[src/rtl/rx_fifo_pkg.sv]
// Shared definitions for the UART receive FIFO: default sizes, the stored
// entry layout and the pointer width helper.
package rx_fifo_pkg;

  localparam int unsigned RX_FIFO_DEF_DEPTH      = 16;
  localparam int unsigned RX_FIFO_DEF_DATA_WIDTH = 8;

  // One stored entry: the error flag sits above the received byte
  typedef struct packed {
    logic                              err;
    logic [RX_FIFO_DEF_DATA_WIDTH-1:0] data;
  } rx_entry_t;

  // Address bits needed to index a DEPTH-entry array (at least one bit)
  function automatic int unsigned ptrWidth(input int unsigned depth);
    return (depth > 1) ? $clog2(depth) : 1;
  endfunction

endpackage

[src/rtl/rx_fifo_mem.sv]
// Register-array storage for rx_fifo: synchronous write, combinational read.
// Contents are deliberately not reset; the pointer logic in the parent decides
// which locations hold live data.
module rx_fifo_mem
  import rx_fifo_pkg::*;
#(
  parameter int unsigned DEPTH = RX_FIFO_DEF_DEPTH,
  parameter int unsigned WIDTH = RX_FIFO_DEF_DATA_WIDTH + 1
) (
  input  logic                       clk_i,
  input  logic                       wrEn_i,
  input  logic [ptrWidth(DEPTH)-1:0] wrAddr_i,
  input  logic [WIDTH-1:0]           wrData_i,
  input  logic [ptrWidth(DEPTH)-1:0] rdAddr_i,
  output logic [WIDTH-1:0]           rdData_o
);

  logic [WIDTH-1:0] mem [DEPTH];

  // Store the incoming entry at the tail address on an accepted write
  always_ff @(posedge clk_i) begin
    if (wrEn_i) begin
      mem[wrAddr_i] <= wrData_i;
    end
  end

  assign rdData_o = mem[rdAddr_i];

endmodule

[src/rtl/rx_fifo.sv]
// First-word-fall-through FIFO sitting behind the UART receiver. Each entry
// holds a received byte plus its parity/framing error flag. Occupancy and
// flags are registered; a sticky overflow flag records bytes lost while full.
// Build option: define RX_FIFO_ERR_DROP_EN to discard errored bytes instead
// of storing them (rd_err then reads constant 0).
module rx_fifo
  import rx_fifo_pkg::*;
#(
  parameter int unsigned DEPTH      = RX_FIFO_DEF_DEPTH,
  parameter int unsigned DATA_WIDTH = RX_FIFO_DEF_DATA_WIDTH
) (
  input  logic                     clk,
  input  logic                     rst_n,
  input  logic                     wr_strobe,
  input  logic [DATA_WIDTH-1:0]    wr_data,
  input  logic                     wr_err,
  input  logic                     rd_en,
  output logic [DATA_WIDTH-1:0]    rd_data,
  output logic                     rd_err,
  output logic                     empty,
  output logic                     full,
  output logic [$clog2(DEPTH):0]   count,
  output logic                     overflow,
  input  logic                     clr_overflow
);

  localparam int unsigned PW = ptrWidth(DEPTH);
  localparam int unsigned CW = $clog2(DEPTH) + 1;
  localparam int unsigned EW = DATA_WIDTH + 1;
  localparam logic [CW-1:0] COUNT_FULL = CW'(DEPTH);

  logic [PW-1:0] wrPtr_q, wrPtr_d;
  logic [PW-1:0] rdPtr_q, rdPtr_d;
  logic [CW-1:0] count_q, count_d;
  logic          empty_q, empty_d;
  logic          full_q, full_d;
  logic          overflow_q, overflow_d;
  logic          armed_q;

  logic          strobeOk;
  logic          wrAccept;
  logic          rdAccept;
  logic          dropFull;
  logic [EW-1:0] wrEntry;
  logic [EW-1:0] rdEntry;

  // Errored bytes are either filtered out before the FIFO or stored with their flag
`ifdef RX_FIFO_ERR_DROP_EN
  assign strobeOk = wr_strobe & ~wr_err;
  assign wrEntry  = {1'b0, wr_data};
  assign rd_err   = 1'b0;
`else
  assign strobeOk = wr_strobe;
  assign wrEntry  = {wr_err, wr_data};
  assign rd_err   = rdEntry[DATA_WIDTH];
`endif

  assign rd_data = rdEntry[DATA_WIDTH-1:0];

  // A write while full is still taken if the head leaves in the same cycle
  assign rdAccept = armed_q & rd_en & ~empty_q;
  assign wrAccept = armed_q & strobeOk & (~full_q | rd_en);
  assign dropFull = armed_q & strobeOk & full_q & ~rd_en;

  // Blocks traffic on the first edge after reset release, since rst_n may have risen inside that cycle
  always_ff @(posedge clk or negedge rst_n) begin
    if (!rst_n) begin
      armed_q <= 1'b0;
    end else begin
      armed_q <= 1'b1;
    end
  end

  // Next pointers, occupancy and flags from the accepted write/pop this cycle
  always_comb begin
    wrPtr_d    = wrPtr_q;
    rdPtr_d    = rdPtr_q;
    count_d    = count_q;
    overflow_d = overflow_q;
    if (wrAccept) begin
      wrPtr_d = wrPtr_q + PW'(1);
    end
    if (rdAccept) begin
      rdPtr_d = rdPtr_q + PW'(1);
    end
    if (wrAccept && !rdAccept) begin
      count_d = count_q + CW'(1);
    end else if (rdAccept && !wrAccept) begin
      count_d = count_q - CW'(1);
    end
    if (dropFull) begin
      overflow_d = 1'b1;
    end else if (clr_overflow) begin
      overflow_d = 1'b0;
    end
    empty_d = (count_d == '0);
    full_d  = (count_d == COUNT_FULL);
  end

  // Pointer, occupancy and flag registers, cleared asynchronously
  always_ff @(posedge clk or negedge rst_n) begin
    if (!rst_n) begin
      wrPtr_q    <= '0;
      rdPtr_q    <= '0;
      count_q    <= '0;
      empty_q    <= 1'b1;
      full_q     <= 1'b0;
      overflow_q <= 1'b0;
    end else begin
      wrPtr_q    <= wrPtr_d;
      rdPtr_q    <= rdPtr_d;
      count_q    <= count_d;
      empty_q    <= empty_d;
      full_q     <= full_d;
      overflow_q <= overflow_d;
    end
  end

  assign empty    = empty_q;
  assign full     = full_q;
  assign count    = count_q;
  assign overflow = overflow_q;

  rx_fifo_mem #(
    .DEPTH (DEPTH),
    .WIDTH (EW)
  ) u_mem (
    .clk_i    (clk),
    .wrEn_i   (wrAccept),
    .wrAddr_i (wrPtr_q),
    .wrData_i (wrEntry),
    .rdAddr_i (rdPtr_q),
    .rdData_o (rdEntry)
  );

endmodule

[config.mk]
export PLATFORM = sky130hd
export DESIGN_NAME = rx_fifo
export DESIGN_NICKNAME = d
export VERILOG_FILES = /design/src/rtl/rx_fifo_pkg.sv /design/src/rtl/rx_fifo_mem.sv /design/src/rtl/rx_fifo.sv
export SDC_FILE = /design/constraint.sdc
export NUM_CORES = 1
export LEC_CHECK = 0
export CORE_AREA = 5 5 116 145
export DETAILED_ROUTE_END_ITERATION = 10
export DIE_AREA = 0 0 121 150
export PLACE_DENSITY = 0.56
export SLEW_MARGIN = 10
export SYNTH_ARGS = -nofsm -noshare
export SYNTH_HDL_FRONTEND = slang
export SYNTH_HIERARCHICAL = 1
export SYNTH_SLANG_ARGS = --single-unit
[constraint.sdc]
create_clock -name clk -period 2.8 [get_ports clk]
set_input_delay 0.28 -clock clk [delete_from_list [all_inputs] [get_ports clk]]
set_output_delay 0.28 -clock clk [all_outputs]
set_load 0.02 [all_outputs]
==> flow_summary_export.csv <==
group,metric,value,unit
placed_design,gp_congestion,0.782,
clock_tree,cts_post_setup_buffers_inserted,0,
die,die_footprint,18200,µm²
sta,fin_crit_sh,0.942,
routing,drt-wirelength-per-cell,22.3,µm
synthesis,post_synth_main_area_contributors,"sky130_fd_sc_hd__edfxtp_1, sky130_fd_sc_hd__mux4_2, sky130_fd_sc_hd__dfrtp_1",
pwr,power.ir.vdd_worst,0.000527,V
critical_path,timing.critical_path.max_delay_family,"buffers and inverters",
sta,finalMaxSlewViolations,0,
synthesis,async_reset_ff_frac,0.106,
synthesis,synth_edf_count,144,
synthesis,yosysSeqAreaShare,0.737,
grt,grt_first_pass_wirelength,20700,µm
critical_path,worstPathCellList,"bufbuf_16 > mux4_1 > a22oi_1 > nand2_1 > dlygate4sd2_1",
sta,max_freq,0.379,GHz
synthesis,post-synth-top-area-fraction,0.671,
pwr,cellPowerDensity,987,nW/µm²
critical_path,number_of_buffer_and_inverter_instances_along_the_worst_setup_path,2,
routing,vias,3266,
clock_tree,clockBufferDepth,2,
placed_design,dpl.hpwl,8760,µm
routing,topRoutingLayerUsed,"met4",
clock_tree,cts_root_buffer,"sky130_fd_sc_hd__clkbuf_16",
critical_path,cp_slowest_stage_delay,570,ps
synthesis,number_of_register_bits_inferred_by_synthesis,161,
synthesis,synthFlopType,"sky130_fd_sc_hd__edfxtp_1",
critical_path,crit-reg2reg-capture,"u_mem/mem[8][6]",
run_status,run_status,"completed",
clock_tree,cts_hold_buf,0,
clock_tree,clk_latency,420,ps
sta,fin_crit,2640,ps
routing,post_detailed_route_count_of_antenna_violating_nets,0,
critical_path,cp-end-kind,"output port",
critical_path,cpMaxStageDelayCell,"sky130_fd_sc_hd__mux4_1",
critical_path,regToRegSetupSlack,630,ps
placed_design,port-buffer-count,30,
routing,routed_via_density,5.30,
sta,finalHoldViolCount,0,
synthesis,synth_common_cells,"sky130_fd_sc_hd__edfxtp_1, sky130_fd_sc_hd__mux4_2, sky130_fd_sc_hd__a22oi_1, sky130_fd_sc_hd__nor2_1, sky130_fd_sc_hd__dfrtp_1",
final_layout,n_antenna_cell,0,
sta,grt_setup_unrepaired,"false",
worst_hold_path,hp-class,"in2async",
synthesis,syn_avg_cell_area,20.3,µm²
clock_tree,htree_depth,4,
critical_path,crit-reg2reg-launch,"full",
critical_path,cp_data_arrival_time,2360,ps
routing,detail_route.first_pass.iterations,6,
synthesis,synthesis.nets,336,
routing,totalWireLength,13800,µm
routing,route.met3.wl,478,µm
critical_path,critical_path_class,"reg2out",
routing,initialDrtViolationCount,249,
die,ios,31,
critical_path,critical_path.startpoint,"rdPtr_q[0]",
critical_path,reg2reg_depth,6,
critical_path,worstPathMaxFanout,15,
die,initial_util,0.419,
synthesis,yosys.cell_count.top_type,"sky130_fd_sc_hd__edfxtp_1",
grt,grt_overflow,0,
final_layout,area_delta_synth_final,21.0,%
placed_design,detailed_place.area,7190,µm²
grt,grt_pass1_vias,3385,
final_layout,final_layout_size_suffix_gt1_frac,0.238,
synthesis,synth.lib_cells_used.distinct,47,
synthesis,syn-instance-count,318,
critical_path,timing.critical_path.to,"rd_data[5]",
clock_tree,cts_resized,9,
final_layout,fillCellCount,1252,
sta,max_slew_margin,0.471,
synthesis,yosysWarningCount,6,
clock_tree,clk_pin_slew_worst_paths,60,ps
critical_path,crit_path_start_kind,"flop",
clock_tree,cts_tree,"built",
pwr,cellLeakagePower,2.68,nW
grt,grt_max_degree,33,
clock_tree,numClockSinks,161,
die,core,15400,µm²
die,rows,51,
critical_path,logic_depth_of_the_worst_path_buffers_included,5,
synthesis,yosys.area.top_type,"sky130_fd_sc_hd__edfxtp_1",
die,chipWidth,121,µm
grt,gr-usage-all-layers,0.163,
sta,fin_worst_skew,8.45,ps
final_layout,stdcell_area,7800,µm²
die,floorplan.die.height,150,µm
grt,antenna_violations_before_repair,0,
synthesis,syn_area,6450,µm²
pwr,power.total,7.71,mW
sta,worstMarginPinSlew,791,ps
routing,drcViolationCount,0,
critical_path,crit_required,2520,ps
sta,setup_viol_count_final,0,
routing,met2_length,7210,µm
clock_tree,numCtsBuffers,17,
routing,met1_layer_wirelength_in_the_final_routing,5780,µm
final_layout,num-nets-final,409,
sta,timing.setup.tns,0,ps
flow_run,max_cap_violations,0,
==> per-layer routing <==
metal,global-route usage,up-vias
met5,0,-
met4,0.0646,0
met3,0.0382,23
met2,0.276,69
met1,0.202,1710
li1,-,1464
==> registers in the layout, indices dropped and copies added (netlist names) <==
| signal | cells |
|---|---|
| count | 5 |
| full | 1 |
| wrPtr_q | 4 |
| rdPtr_q | 4 |
| u_mem/mem | 144 |
| empty | 1 |
| armed_q | 1 |
| overflow | 1 |
==> how the worst min path moves through the flow <==
stage	startpoint	endpoint	cells past startpoint
floorplan	rst_n	armed_q	0
global placement	overflow	overflow	1
detailed placement	overflow	overflow	1
CTS	rst_n	count[2]	1
global route	rst_n	count[2]	1
finish	rst_n	count[2]	1
==> where the power goes <==
group / switching, mW / total [mW] / internal, mW
clock: 0.904 / 2.30 / 1.40
combinational: 1.25 / 2.36 / 1.12
sequential: 0.201 / 3.04 / 2.84
==> through the flow <==
stage	hold WS, ps	setup slack (ps)	instances	util
finish	316	162	616	0.507
floorplan	-15.6	254	318	-
global placement	491	230	583	0.467
detailed placement	493	271	583	0.467
CTS	319	133	616	0.507
global route	378	49.1	616	0.507
==> logic make-up (layout without fill, tap and decap cells) <==
| kind of cell | count (synthesis) | in the layout | synth area share |
|---|---|---|---|
| flops | 161 | 161 | 0.737 |
| simple gates | 63 | 63 | 0.0507 |
| mux | 38 | 38 | 0.138 |
| compound gates | 28 | 28 | 0.0345 |
| buf+inv | 14 | 100 | 0.0182 |
| xor+xnor | 9 | 9 | 0.0134 |
| fa+ha+maj | 4 | 4 | 0.00776 |
| other cells | 1 | 1 | 0.000582 |
==> layout by cell type (no fill, tap or decap), drive strengths merged, types with 7 or more instances in the layout <==
| cell type | n |
|---|---|
| nand2 | 15 |
| dlygate4sd2 | 9 |
| dfrtp | 16 |
| buf | 34 |
| edfxtp | 144 |
| clkbuf | 18 |
| nor2 | 19 |
| clkdlybuf4s50 | 21 |
| mux4 | 36 |
| clkinv | 7 |
| a22oi | 19 |
==> cell type report <==
type	instances	area, µm²	share of cell area
well taps	212	265	0.0340
flip-flops and latches	161	4750	0.609
inverters	3	11.3	0.00144
repair buffers	65	602	0.0771
clock buffers	18	429	0.0550
clock inverters	14	165	0.0212
multi-input cells	143	1580	0.202
Note: power is estimated with default switching activity, not from simulation.
